**src/rtl/traffic_lights.sv**
```systemverilog
// traffic_lights: red/yellow/green controller on a 2 kHz tick with off and blinking-yellow modes.
// Define TRAFFIC_LIGHTS_CFG_ANY_STATE_EN to accept time-config commands in every state
// instead of only in the unregulated (blinking yellow) mode.
module traffic_lights #(
    parameter int BLINK_HALF_PERIOD_MS  = 10,
    parameter int BLINK_GREEN_TIME_TICK = 2,
    parameter int RED_YELLOW_MS         = 15,
    parameter int DEFAULT_GREEN_MS      = 1000,
    parameter int DEFAULT_RED_MS        = 1000,
    parameter int DEFAULT_YELLOW_MS     = 1000
) (
    input  logic        clk_0m002,
    input  logic        srst_i,
    input  logic [2:0]  cmd_type_i,
    input  logic        cmd_val_i,
    input  logic [15:0] cmd_data_i,
    output logic        red_o,
    output logic        yellow_o,
    output logic        green_o
);
    typedef enum logic [2:0] {
        OFF, RED, RED_YELLOW, GREEN, GREEN_BLINK, YELLOW, NOTRANSITION
    } state_t;

    localparam logic [16:0] HALF_TICKS = 17'(BLINK_HALF_PERIOD_MS * 2);
    localparam logic [16:0] RY_TICKS   = (RED_YELLOW_MS == 0) ? 17'd1 : 17'(RED_YELLOW_MS * 2);
    localparam int          NW         = $clog2(2 * BLINK_GREEN_TIME_TICK) + 1;
    localparam logic [NW-1:0] LAST_HALF = NW'(2 * BLINK_GREEN_TIME_TICK - 1);

    state_t        state, state_nxt;
    logic [16:0]   cnt, cnt_nxt;
    logic [16:0]   len, len_nxt;
    logic [NW-1:0] half, half_nxt;
    logic [15:0]   green_ms, red_ms, yellow_ms;
    logic          mode_cmd, entry, cfg_en;

    // ms to ticks; a stored zero still yields a one-tick phase
    function automatic logic [16:0] to_ticks(input logic [15:0] ms);
        return (ms == 16'd0) ? 17'd1 : {ms, 1'b0};
    endfunction

`ifdef TRAFFIC_LIGHTS_CFG_ANY_STATE_EN
    assign cfg_en = cmd_val_i;
`else
    assign cfg_en = cmd_val_i && (state == NOTRANSITION);
`endif

    assign mode_cmd = cmd_val_i && (cmd_type_i <= 3'd2);

    // state register, phase counter, blink half counter and latched phase length
    always_ff @(posedge clk_0m002 or posedge srst_i) begin
        if (srst_i) begin
            state <= OFF;
            cnt   <= '0;
            half  <= '0;
            len   <= '0;
        end else begin
            state <= state_nxt;
            cnt   <= cnt_nxt;
            half  <= half_nxt;
            len   <= len_nxt;
        end
    end

    // phase times; a new value is only picked up when its phase is next entered
    always_ff @(posedge clk_0m002 or posedge srst_i) begin
        if (srst_i) begin
            green_ms  <= 16'(DEFAULT_GREEN_MS);
            red_ms    <= 16'(DEFAULT_RED_MS);
            yellow_ms <= 16'(DEFAULT_YELLOW_MS);
        end else begin
            if (cfg_en && cmd_type_i == 3'd3) green_ms  <= cmd_data_i;
            if (cfg_en && cmd_type_i == 3'd4) red_ms    <= cmd_data_i;
            if (cfg_en && cmd_type_i == 3'd5) yellow_ms <= cmd_data_i;
        end
    end

    // next state: phase expiry first, then mode commands override it
    always_comb begin
        state_nxt = state;
        cnt_nxt   = cnt + 17'd1;
        half_nxt  = half;
        case (state)
            OFF: cnt_nxt = cnt;
            RED, RED_YELLOW, GREEN, YELLOW:
                if (cnt == len - 17'd1)
                    state_nxt = (state == RED)        ? RED_YELLOW :
                                (state == RED_YELLOW) ? GREEN :
                                (state == GREEN)      ? GREEN_BLINK : RED;
            GREEN_BLINK, NOTRANSITION:
                if (cnt == HALF_TICKS - 17'd1) begin
                    cnt_nxt  = '0;
                    half_nxt = half + 1'b1;
                    if (state == GREEN_BLINK && half == LAST_HALF) state_nxt = YELLOW;
                end
            default: state_nxt = OFF;
        endcase
        if (mode_cmd)
            state_nxt = (cmd_type_i == 3'd0) ? RED : (cmd_type_i == 3'd1) ? OFF : NOTRANSITION;
        entry = mode_cmd || (state_nxt != state);
        if (entry) begin
            cnt_nxt  = '0;
            half_nxt = '0;
        end
        len_nxt = !entry                   ? len :
                  (state_nxt == RED)        ? to_ticks(red_ms) :
                  (state_nxt == RED_YELLOW) ? RY_TICKS :
                  (state_nxt == GREEN)      ? to_ticks(green_ms) :
                  (state_nxt == YELLOW)     ? to_ticks(yellow_ms) : 17'd1;
    end

    // lamps: blinking phases are lit during even half periods
    always_comb begin
        red_o    = (state == RED) || (state == RED_YELLOW);
        yellow_o = (state == RED_YELLOW) || (state == YELLOW) || (state == NOTRANSITION && !half[0]);
        green_o  = (state == GREEN) || (state == GREEN_BLINK && !half[0]);
    end
endmodule

```
**config.mk**
```make
export PLATFORM = sky130hd
export DESIGN_NAME = traffic_lights
export DESIGN_NICKNAME = d
export VERILOG_FILES = /design/src/rtl/traffic_lights.sv
export SDC_FILE = /design/constraint.sdc
export NUM_CORES = 1
export LEC_CHECK = 0
export BUFFER_PORTS_ARGS = -buffer_cell sky130_fd_sc_hd__buf_4
export CORE_ASPECT_RATIO = 1.75
export CORE_UTILIZATION = 58
export CTS_BUF_LIST = sky130_fd_sc_hd__clkbuf_2
export DETAILED_ROUTE_END_ITERATION = 6
export GPL_TIMING_DRIVEN = 0
export PLACE_DENSITY = 0.84
export SLEW_MARGIN = 20
export SYNTH_ARGS = -nofsm -noshare
export SYNTH_HDL_FRONTEND = slang
export SYNTH_SLANG_ARGS = --single-unit
```
**constraint.sdc**
```tcl
create_clock -name clk_0m002 -period 3.4 [get_ports clk_0m002]
set_clock_uncertainty 0.1 [all_clocks]
set_input_delay 0.17 -clock clk_0m002 [delete_from_list [all_inputs] [get_ports clk_0m002]]
set_output_delay 0.17 -clock clk_0m002 [all_outputs]
set_load 0.01 [all_outputs]
```
**Word level (Yosys, flattened, before mapping)**

Index checks and enable logic that the tools add are counted.

- Add/subtract/negate cells: 3
- Magnitude comparators: 1
- Equal/unequal tests: 19
- Mux-type cells: 23
- Reductions and logical operators: 24

Operators by type and width:

| kind | number |
|---|---|
| 2-to-1 mux 17 bit | 9 |
| logical NOT 16 bit | 3 |
| 2-to-1 mux 3 bit | 12 |
| case mux 17 bit (2 select lines) | 1 |
| equality test 3 x 2 -> 1 bit, second input constant | 6 |
| equality test 3 bit, second input constant | 6 |
| adder 17 x 1 -> 17 bit, second input constant | 1 |
| equality test 17 bit | 1 |
| equality test 17 x 5 -> 1 bit, second input constant | 1 |
| subtractor 17 x 1 -> 17 bit, second input constant | 1 |
| equality test 3 x 1 -> 1 bit, second input constant | 3 |
| case mux 3 bit (3 select lines) | 1 |
| logical AND 1 bit | 8 |
| logical NOT 3 bit | 2 |
| logical OR 1 bit | 5 |
| nonzero test 2 bit | 2 |
| OR reduction 4 bit | 1 |
| adder 3 x 1 -> 3 bit, second input constant | 1 |
| less-or-equal comparator 3 x 2 -> 1 bit, second input constant | 1 |
| inequality test 3 bit | 1 |
| inequality test 2 bit, second input constant | 1 |
| AND reduction 2 bit | 1 |
| OR reduction 2 bit | 1 |
| logical NOT 1 bit | 1 |

- Register bits: 88
- Input port bits: 22
- Output and inout bits: 3
- Word-level logic and storage cells: 77

**Longest topological paths before layout**

Gate-level depths: netlist of the first run.

- Word-level depth: 12
- Depth in mapped cells: 14
- Depth with buffers taken out: 12

**Worst setup path before layout of the first run**

No wires, ideal clock.

- Path type: register to register
- Start: register len[0]
- End: register len[14]
- Library setup time: 0.082 ns
- Arrival: 3.333 ns
- Required time: 3.218 ns
- Setup slack: -0.115 ns
- Stages on the path, launching flop included: 13
- Path buffers: 1
- Period minus slack after synthesis: 3.515 ns
- Cell sequence: dfrtp_1 inv_1 ha_1 nor4b_2 a31oi_1 o221a_2 o21ai_0 o211ai_1 or4_4 a211oi_4 buf_6 nand3_1 a31oi_1

- Cells in the longest elaborated chain, start to end: 10
- Elaborated cells on any way between the ends: 15
- Those cells by class: 1 x add/sub; 6 x eq/ne; 7 x mux; 1 x reduce/logical

Ends and longest elaborated chain:

| element | RTL line | text |
|---|---|---|
| start: declaration | 32 | `logic [16:0] len, len_nxt;` |
| start signal: assignment | 61 | `len <= len_nxt;` |
| subtractor 17 x 1 -> 17 bit (*) | 86 | `if (cnt == len - 17'd1)` |
| equality test 17 bit (*) | 86 |  |
| 2-to-1 mux 3 bit (*) | 86 |  |
| case mux 3 bit (3 select lines) (*) | 83 | `case (state)` |
| 2-to-1 mux 3 bit (*) | 98 | `if (mode_cmd)` |
| equality test 3 bit | 109 | `(state_nxt == YELLOW) ? to_ticks(yellow_ms) : 17'd1;` |
| 2-to-1 mux 17 bit | 109 |  |
| 2-to-1 mux 17 bit | 108 | `(state_nxt == GREEN) ? to_ticks(green_ms) :` |
| 2-to-1 mux 17 bit | 107 | `(state_nxt == RED_YELLOW) ? RY_TICKS :` |
| 2-to-1 mux 17 bit | 106 | `(state_nxt == RED) ? to_ticks(red_ms) :` |

Mark *: on every way between the ends. The rest lies on a longest branch, timed or not.
A chain may end at the register's enable or synchronous reset.

**Worst setup path after layout of the first run**

- Start: register len[8]
- End: register len[8]

Same word-level chain as after synthesis.

==> results.sh, run 1 <==
export IMPL_status="finished, violations left"
export IMPL_violations="negative setup slack"
export IMPL_nets=641
export IMPL_final_antenna_net_count=0
export IMPL_layout_common_cells="dfrtp_1 (63), buf_4 (59), mux2_2 (47)"
export IMPL_min_period_ns=3.693
export IMPL_first_pass_iters=7
export IMPL_wl_um=15680
export IMPL_ff2ff_path_depth=11
export IMPL_setup_viol=20
export IMPL_synth_seq_cells=88
export IMPL_synth_area_um2=5120
export IMPL_ios=25
export IMPL_ys_async_sr_fraction_pct=100.0
export IMPL_grt_pass1_wl_um=24670
export IMPL_power_leakage_nw=2.699
export IMPL_ys_flop_type="dfrtp_1"
export IMPL_synth_edf_count=0
export IMPL_tightest_slew_ns=0.8334
export IMPL_fin_ws_ns=-0.2932
export IMPL_vias_per_cell=6.524
export IMPL_rows=45
export IMPL_syn_avg_cell_area_um2=9.865
export IMPL_clk_pin_slew_worst_paths_ns=0.26
export IMPL_maxSlewViolCount=0
export IMPL_start_util_pct=59.43
export IMPL_irDropWorstVdd_uv=573.1
export IMPL_clk_path_buf_depth=2
export IMPL_fill_cells=552
export IMPL_core_area_um2=8615
export IMPL_final_common_cell="dfrtp_1"
export IMPL_numCtsBuffers=9
export IMPL_yosysTopAreaCell="dfrtp_1"
export IMPL_worstPathRequired_ns=3.82
export IMPL_hpwlAfterDp_um=10470
export IMPL_drc=0
export IMPL_htreeDepth=3
export IMPL_grt_max_degree=63
export IMPL_final_cells=738
export IMPL_drt_iter0_markers=415
export IMPL_antenna_found_initial=1
export IMPL_clkSinkCount=88
export IMPL_die_w_um=73.02
export IMPL_hold_class="input port to register"
export IMPL_ys_warn_count=0
export IMPL_yosysUniqueCellTypes=64
export IMPL_port_buffers=23
export IMPL_clk_latency_ns=0.60
export IMPL_fin_crit_sh_pct=108.6
export IMPL_cts_root_buf="clkbuf_2"
export IMPL_path_max_fanout=6
export IMPL_syn_nets=545
export IMPL_layout_drive_gt1_share_pct=34.68
export IMPL_synth_cells=519
export IMPL_endpoint_kind="register"
export IMPL_relSlewSlack_pct=44.14
export IMPL_synthTopCellsByArea="dfrtp_1 (34%), mux2_2 (10%), dfstp_2 (9.2%), nand3_1 (3.4%), nor2_1 (3.2%)"
export IMPL_die_y_um=126.3
export IMPL_setup_tns_ns=-4.186
export IMPL_num_vias=4815
export IMPL_grt_pass1_vias=4853
export IMPL_seq_area_frac_synth_pct=43.45
export IMPL_fp_dieArea_um2=9222
export IMPL_rsz0062_at_grt="true"
export IMPL_fmax_mhz=270.8
export IMPL_track_usage_pct=35.75
export IMPL_area_growth_pct=26.74
export IMPL_netlist_area_leader_share_pct=34.21
export IMPL_cts_tree="done"
export IMPL_gp_congestion=0.9249
export IMPL_worstSetupStartpointType="register"
export IMPL_avgRoutedWirePerCell_um=21.24
export IMPL_max_cap_violations=0
export IMPL_hold_path_depth=3
export IMPL_critPathArrivalTime_ns=4.11
export IMPL_dp_cells=661
export IMPL_path_class="register to register"
export IMPL_overflow=0
export IMPL_powerDensity_nw_per_um2=768.7
export IMPL_reg2reg_setup_slack_ns=-0.29
export IMPL_hold_violations=0
-- final cells by class --
| cell class | count | area, um^2 | share of cell area [%] |
|---|---|---|---|
| buffer | 26 | 158.9 | 2.449 |
| multi-input combinational | 388 | 2978 | 45.89 |
| sequential | 88 | 2233 | 34.42 |
| clock inverter | 6 | 73.82 | 1.138 |
| inverter | 13 | 56.30 | 0.8677 |
| antenna | 1 | 2.502 | 0.03857 |
| clock buffer | 10 | 50.05 | 0.7713 |
| timing repair buffer | 89 | 789.5 | 12.17 |
| tap | 117 | 146.4 | 2.256 |
-- per-layer routing --
| layer | wire, um | global-route usage, % | vias to the layer above |
|---|---|---|---|
| met5 | 0 | 0 | - |
| met4 | 1180 | 24.91 | 0 |
| met3 | 730 | 5.957 | 101 |
| met2 | 8220 | 62.09 | 251 |
| met1 | 5545 | 38.21 | 2328 |
| li1 | - | - | 2135 |
-- critical path: stages, from the launching register on --
cell      delay, ns
dfrtp_1        0.48
or4_4          0.63
nor4_4         0.27
and4_1         0.24
a211o_1        0.22
o211ai_1       0.14
buf_4          0.23
or4_4          0.43
a211oi_4       0.29
buf_12         0.16
a32oi_1        0.15
o31ai_1        0.28
-- cell usage after synthesis (3+ instances only) --
master and n:
nor4_1 18, a21oi_1 23, inv_1 12, a32oi_1 7, o21ai_1 3, or4_1 4
a31oi_1 14, nand3_1 35, a41oi_1 3, and4_1 5, nand2b_1 6, ha_1 4
buf_2 6, and2_1 4, dfrtp_1 70, or3_1 3, o31a_1 3, buf_6 3
mux2_2 47, dfstp_2 18, nor2b_1 3, nand4_1 10, xnor2_1 18, clkbuf_1 19
and3_1 5, o31ai_1 8, or2_2 5, nor2_1 44, o21ai_0 10, o22ai_1 3
nand2_1 26, nor3_1 18, xor2_1 16
-- worst paths after layout --
path / end / startpoint
worst max-delay path: len[8] / len[8]
worst min-delay path: red_ms[4] / cmd_type_i[0]
max in group asynchronous: yellow_ms[8] / srst_i
worst min register to register: len[7] / red_ms[6]
worst max register to register: len[8] / len[8]
min in group asynchronous: state[1] / srst_i
-- flip-flops by register name (all words and copies together), names as in the netlist --
name       cells
green_ms      16
yellow_ms     16
len           17
cnt           17
state          3
half           3
red_ms        16
-- cell families (layout without fill, tap and decap cells) --
| logic type | count (synthesis) | after routing | synth area share, % |
|---|---|---|---|
| and+or+nand+nor | 202 | 202 | 21.87 |
| AOI/OAI and AO/OA | 99 | 99 | 13.42 |
| DFF | 88 | 88 | 43.45 |
| muxes | 49 | 49 | 10.73 |
| buffers and inverters | 43 | 144 | 3.739 |
| xor gates and xnor gates | 34 | 34 | 5.816 |
| adders and majority gates | 4 | 4 | 0.9776 |
| other | 0 | 1 | 0 |
-- per-stage QoR --
step / worst slack [ns] / util [%] / area [um^2] / power (mW) / hold slack [ns]
final: -0.2932 / 75.32 / 6489 / 4.988 / 0.08665
after detailed placement: -0.8561 / 64.14 / 5525 / 3.697 / 0.09129
after CTS: -0.1992 / 72.11 / 6212 / 4.611 / 0.05136
after floorplan: 0.02043 / - / 5160 / 3.094 / 0.1868
after global routing: -0.3963 / 75.32 / 6489 / 5.220 / 0.1110
after global placement: -0.7955 / 63.60 / 5479 / 3.622 / 0.2992
-- repair_timing --
action | in CTS | in global routing
endpoints found under the setup margin | 38 | 37
endpoints found under the hold margin | 122 | 0
hold buffers | 22 | 0
gates resized for setup | 43 | 32
cloned | 0 | 1
pin swaps | 20 | 23
setup buffers | 21 | 20
-- power breakdown --
group	switching [mW]	internal (mW)	total [mW]
registers	0.355	1.40	1.76
logic	1.47	1.17	2.64
clock network	0.406	0.183	0.589
Note: power is estimated with default switching activity, not from simulation.
==> inputs of run 2 (changes only) <==
- SETUP_SLACK_MARGIN: unset -> 0.02
==> run 2 against run 1 <==
Net effect:
- the run ends with design-rule violations, negative setup slack left
- largest cell class unchanged
- count of clock-buffer cells in the layout is the same
- global-route usage is the same
- critical endpoint is now len[9]
- worst setup slack gained 0.0066 ns
- critical path depth grew 1
- wire length shrank 1.3%
- first-iteration DRC count shrank 8.4%
- die area is the same
- via count shrank 1.9%
- register-to-register slack is essentially flat
- cell area shrank 1.3%
- final cell count shrank 0.68%
==> results.sh, run 2 (synthesized netlist as in run 1, its figures left out) <==
export IMPL_grt_pass1_vias=4853
export IMPL_fin_area_um2=6406
export IMPL_power_leakage_nw=2.667
export IMPL_rsz0062_at_grt="true"
export IMPL_antenna_found_initial=1
export IMPL_core_area_um2=8615
export IMPL_grt_pass1_wl_um=24670
export IMPL_overflow=0
export IMPL_endpoint_kind="register"
export IMPL_layout_drive_gt1_share_pct=33.17
export IMPL_fp_dieArea_um2=9222
export IMPL_fin_ws_ns=-0.2866
export IMPL_min_period_ns=3.687
export IMPL_worstSetupStartpointType="register"
export IMPL_path_max_fanout=6
export IMPL_hpwlAfterDp_um=10470
export IMPL_ios=25
export IMPL_gp_congestion=0.9249
export IMPL_nets=636
export IMPL_drc=2
export IMPL_clk_pin_slew_worst_paths_ns=0.26
export IMPL_num_vias=4722
export IMPL_maxSlewViolCount=0
export IMPL_rows=45
export IMPL_path_class="register to register"
export IMPL_final_cells=733
export IMPL_htreeDepth=3
export IMPL_cts_root_buf="clkbuf_2"
export IMPL_dp_cells=661
export IMPL_critPathArrivalTime_ns=4.10
export IMPL_max_cap_violations=0
export IMPL_fmax_mhz=271.3
export IMPL_area_growth_pct=25.12
export IMPL_cts_tree="done"
export IMPL_powerDensity_nw_per_um2=767.9
export IMPL_hold_class="input port to register"
export IMPL_first_pass_iters=7
export IMPL_slowest_delay_ns=0.63
export IMPL_track_usage_pct=35.75
export IMPL_cpMaxStageDelayCell="or4_4"
export IMPL_violations="design-rule violations, negative setup slack"
export IMPL_status="finished, violations left"
export IMPL_hold_violations=0
export IMPL_start_util_pct=59.43
export IMPL_final_antenna_net_count=0
export IMPL_clkSinkCount=88
export IMPL_worstPathRequired_ns=3.81
export IMPL_final_util_pct=74.36
export IMPL_setup_viol=17
export IMPL_die_w_um=73.02
export IMPL_path_cells="or4_4, buf_12, nor4_4, mux2i_1, o21ai_2, nand3_2, or4_4, a211oi_4, buf_12, buf_4, a32oi_1, o31ai_1"
export IMPL_numCtsBuffers=9
export IMPL_clk_path_buf_depth=2
export IMPL_die_y_um=126.3
export IMPL_drt_iter0_markers=380
export IMPL_tightest_slew_ns=0.8215
export IMPL_place_area_um2=5525
export IMPL_wl_um=15470
export IMPL_avgRoutedWirePerCell_um=21.11
export IMPL_layout_common_cells="dfrtp_1 (63), buf_4 (57), mux2_2 (47)"
export IMPL_relSlewSlack_pct=44.93
export IMPL_vias_per_cell=6.442
export IMPL_irDropWorstVdd_uv=560.5
export IMPL_port_buffers=23
export IMPL_reg_top3="cnt (17), len (17)"
export IMPL_fin_crit_sh_pct=108.4
export IMPL_clk_latency_ns=0.59
export IMPL_grt_max_degree=63
export IMPL_final_common_cell="dfrtp_1"
==> run 2: cell types whose count changed in the layout (fill, tap and decap cells not counted), moves of 2 or more <==
cell      before  now
a211oi_1       0    2
a211oi_2       2    0
buf_4         59   57
buf_6          8    4
o311ai_1       0    2
==> run 2: cell type report <==
cell class	instances	area, um^2
multi-input cells	388	2928
flip-flops and latches	88	2233
clock buffers	10	50.05
repair buffers	84	760.7
clock inverters	6	73.82
inverters	13	56.30
plain buffers	26	155.1
diodes	1	2.502
well taps	117	146.4
fillers	563	2208
==> run 2: timing repair <==
item	4_1_cts	5_1_grt
endpoints found under the hold margin	122	0
setup endpoints to repair	39	37
cloned	0	1
hold buffers	22	0
setup buffers	21	15
pin swaps	20	18
resized for setup	44	18
==> run 2: report_power, final <==
group | leakage, nW | total (mW) | internal (mW) | switching (mW)
clock network | 0.0711 | 0.586 | 0.183 | 0.403
logic | 1.50 | 2.58 | 1.13 | 1.45
registers | 1.10 | 1.75 | 1.40 | 0.350
==> run 2: per-layer routing <==
layer  vias up  global-route usage [%]  wire [um]
li1       2118                       -          -
met2       234                   62.09       8193
met3        93                   5.957        732
met4         0                   24.91       1173
met5         -                       0          0
met1      2277                   38.21       5373
==> run 2: path summary, 6_finish.rpt <==
path,startpoint,endpoint,slack (ns),depth (start not counted)
min reg2reg,half[2],half[2],0.46,2
min,cmd_type_i[0],red_ms[4],0.09,3
max,len[8],len[9],-0.29,12
max reg2reg,len[8],len[9],-0.29,12
min in group asynchronous,srst_i,state[1],0.57,4
max in group asynchronous,srst_i,green_ms[9],1.95,5
==> run 2: per-stage QoR <==
| stage | setup WS [ns] | hold slack [ns] | power, mW | setup TNS (ns) |
|---|---|---|---|---|
| finish | -0.2866 | 0.09294 | 4.919 | -3.824 |
| global route | -0.3470 | 0.1110 | 5.148 | -5.479 |
| CTS | -0.1992 | 0.05136 | 4.611 | -2.568 |
| detailed placement | -0.8561 | 0.09129 | 3.697 | -26.39 |
| global placement | -0.7955 | 0.2992 | 3.622 | -24.51 |
| floorplan | 0.02043 | 0.1868 | 3.094 | 0 |
==> run 2: worst max-delay path, delay by kind of cell (launching register included) <==
kind / cells / cell delay [ns]
flip-flops: 1 / 0.48
multiplexers: 1 / 0.12
buffers and inverters: 3 / 0.42
AO/OA/AOI/OAI: 4 / 0.88
AND/OR/NAND/NOR: 4 / 1.59
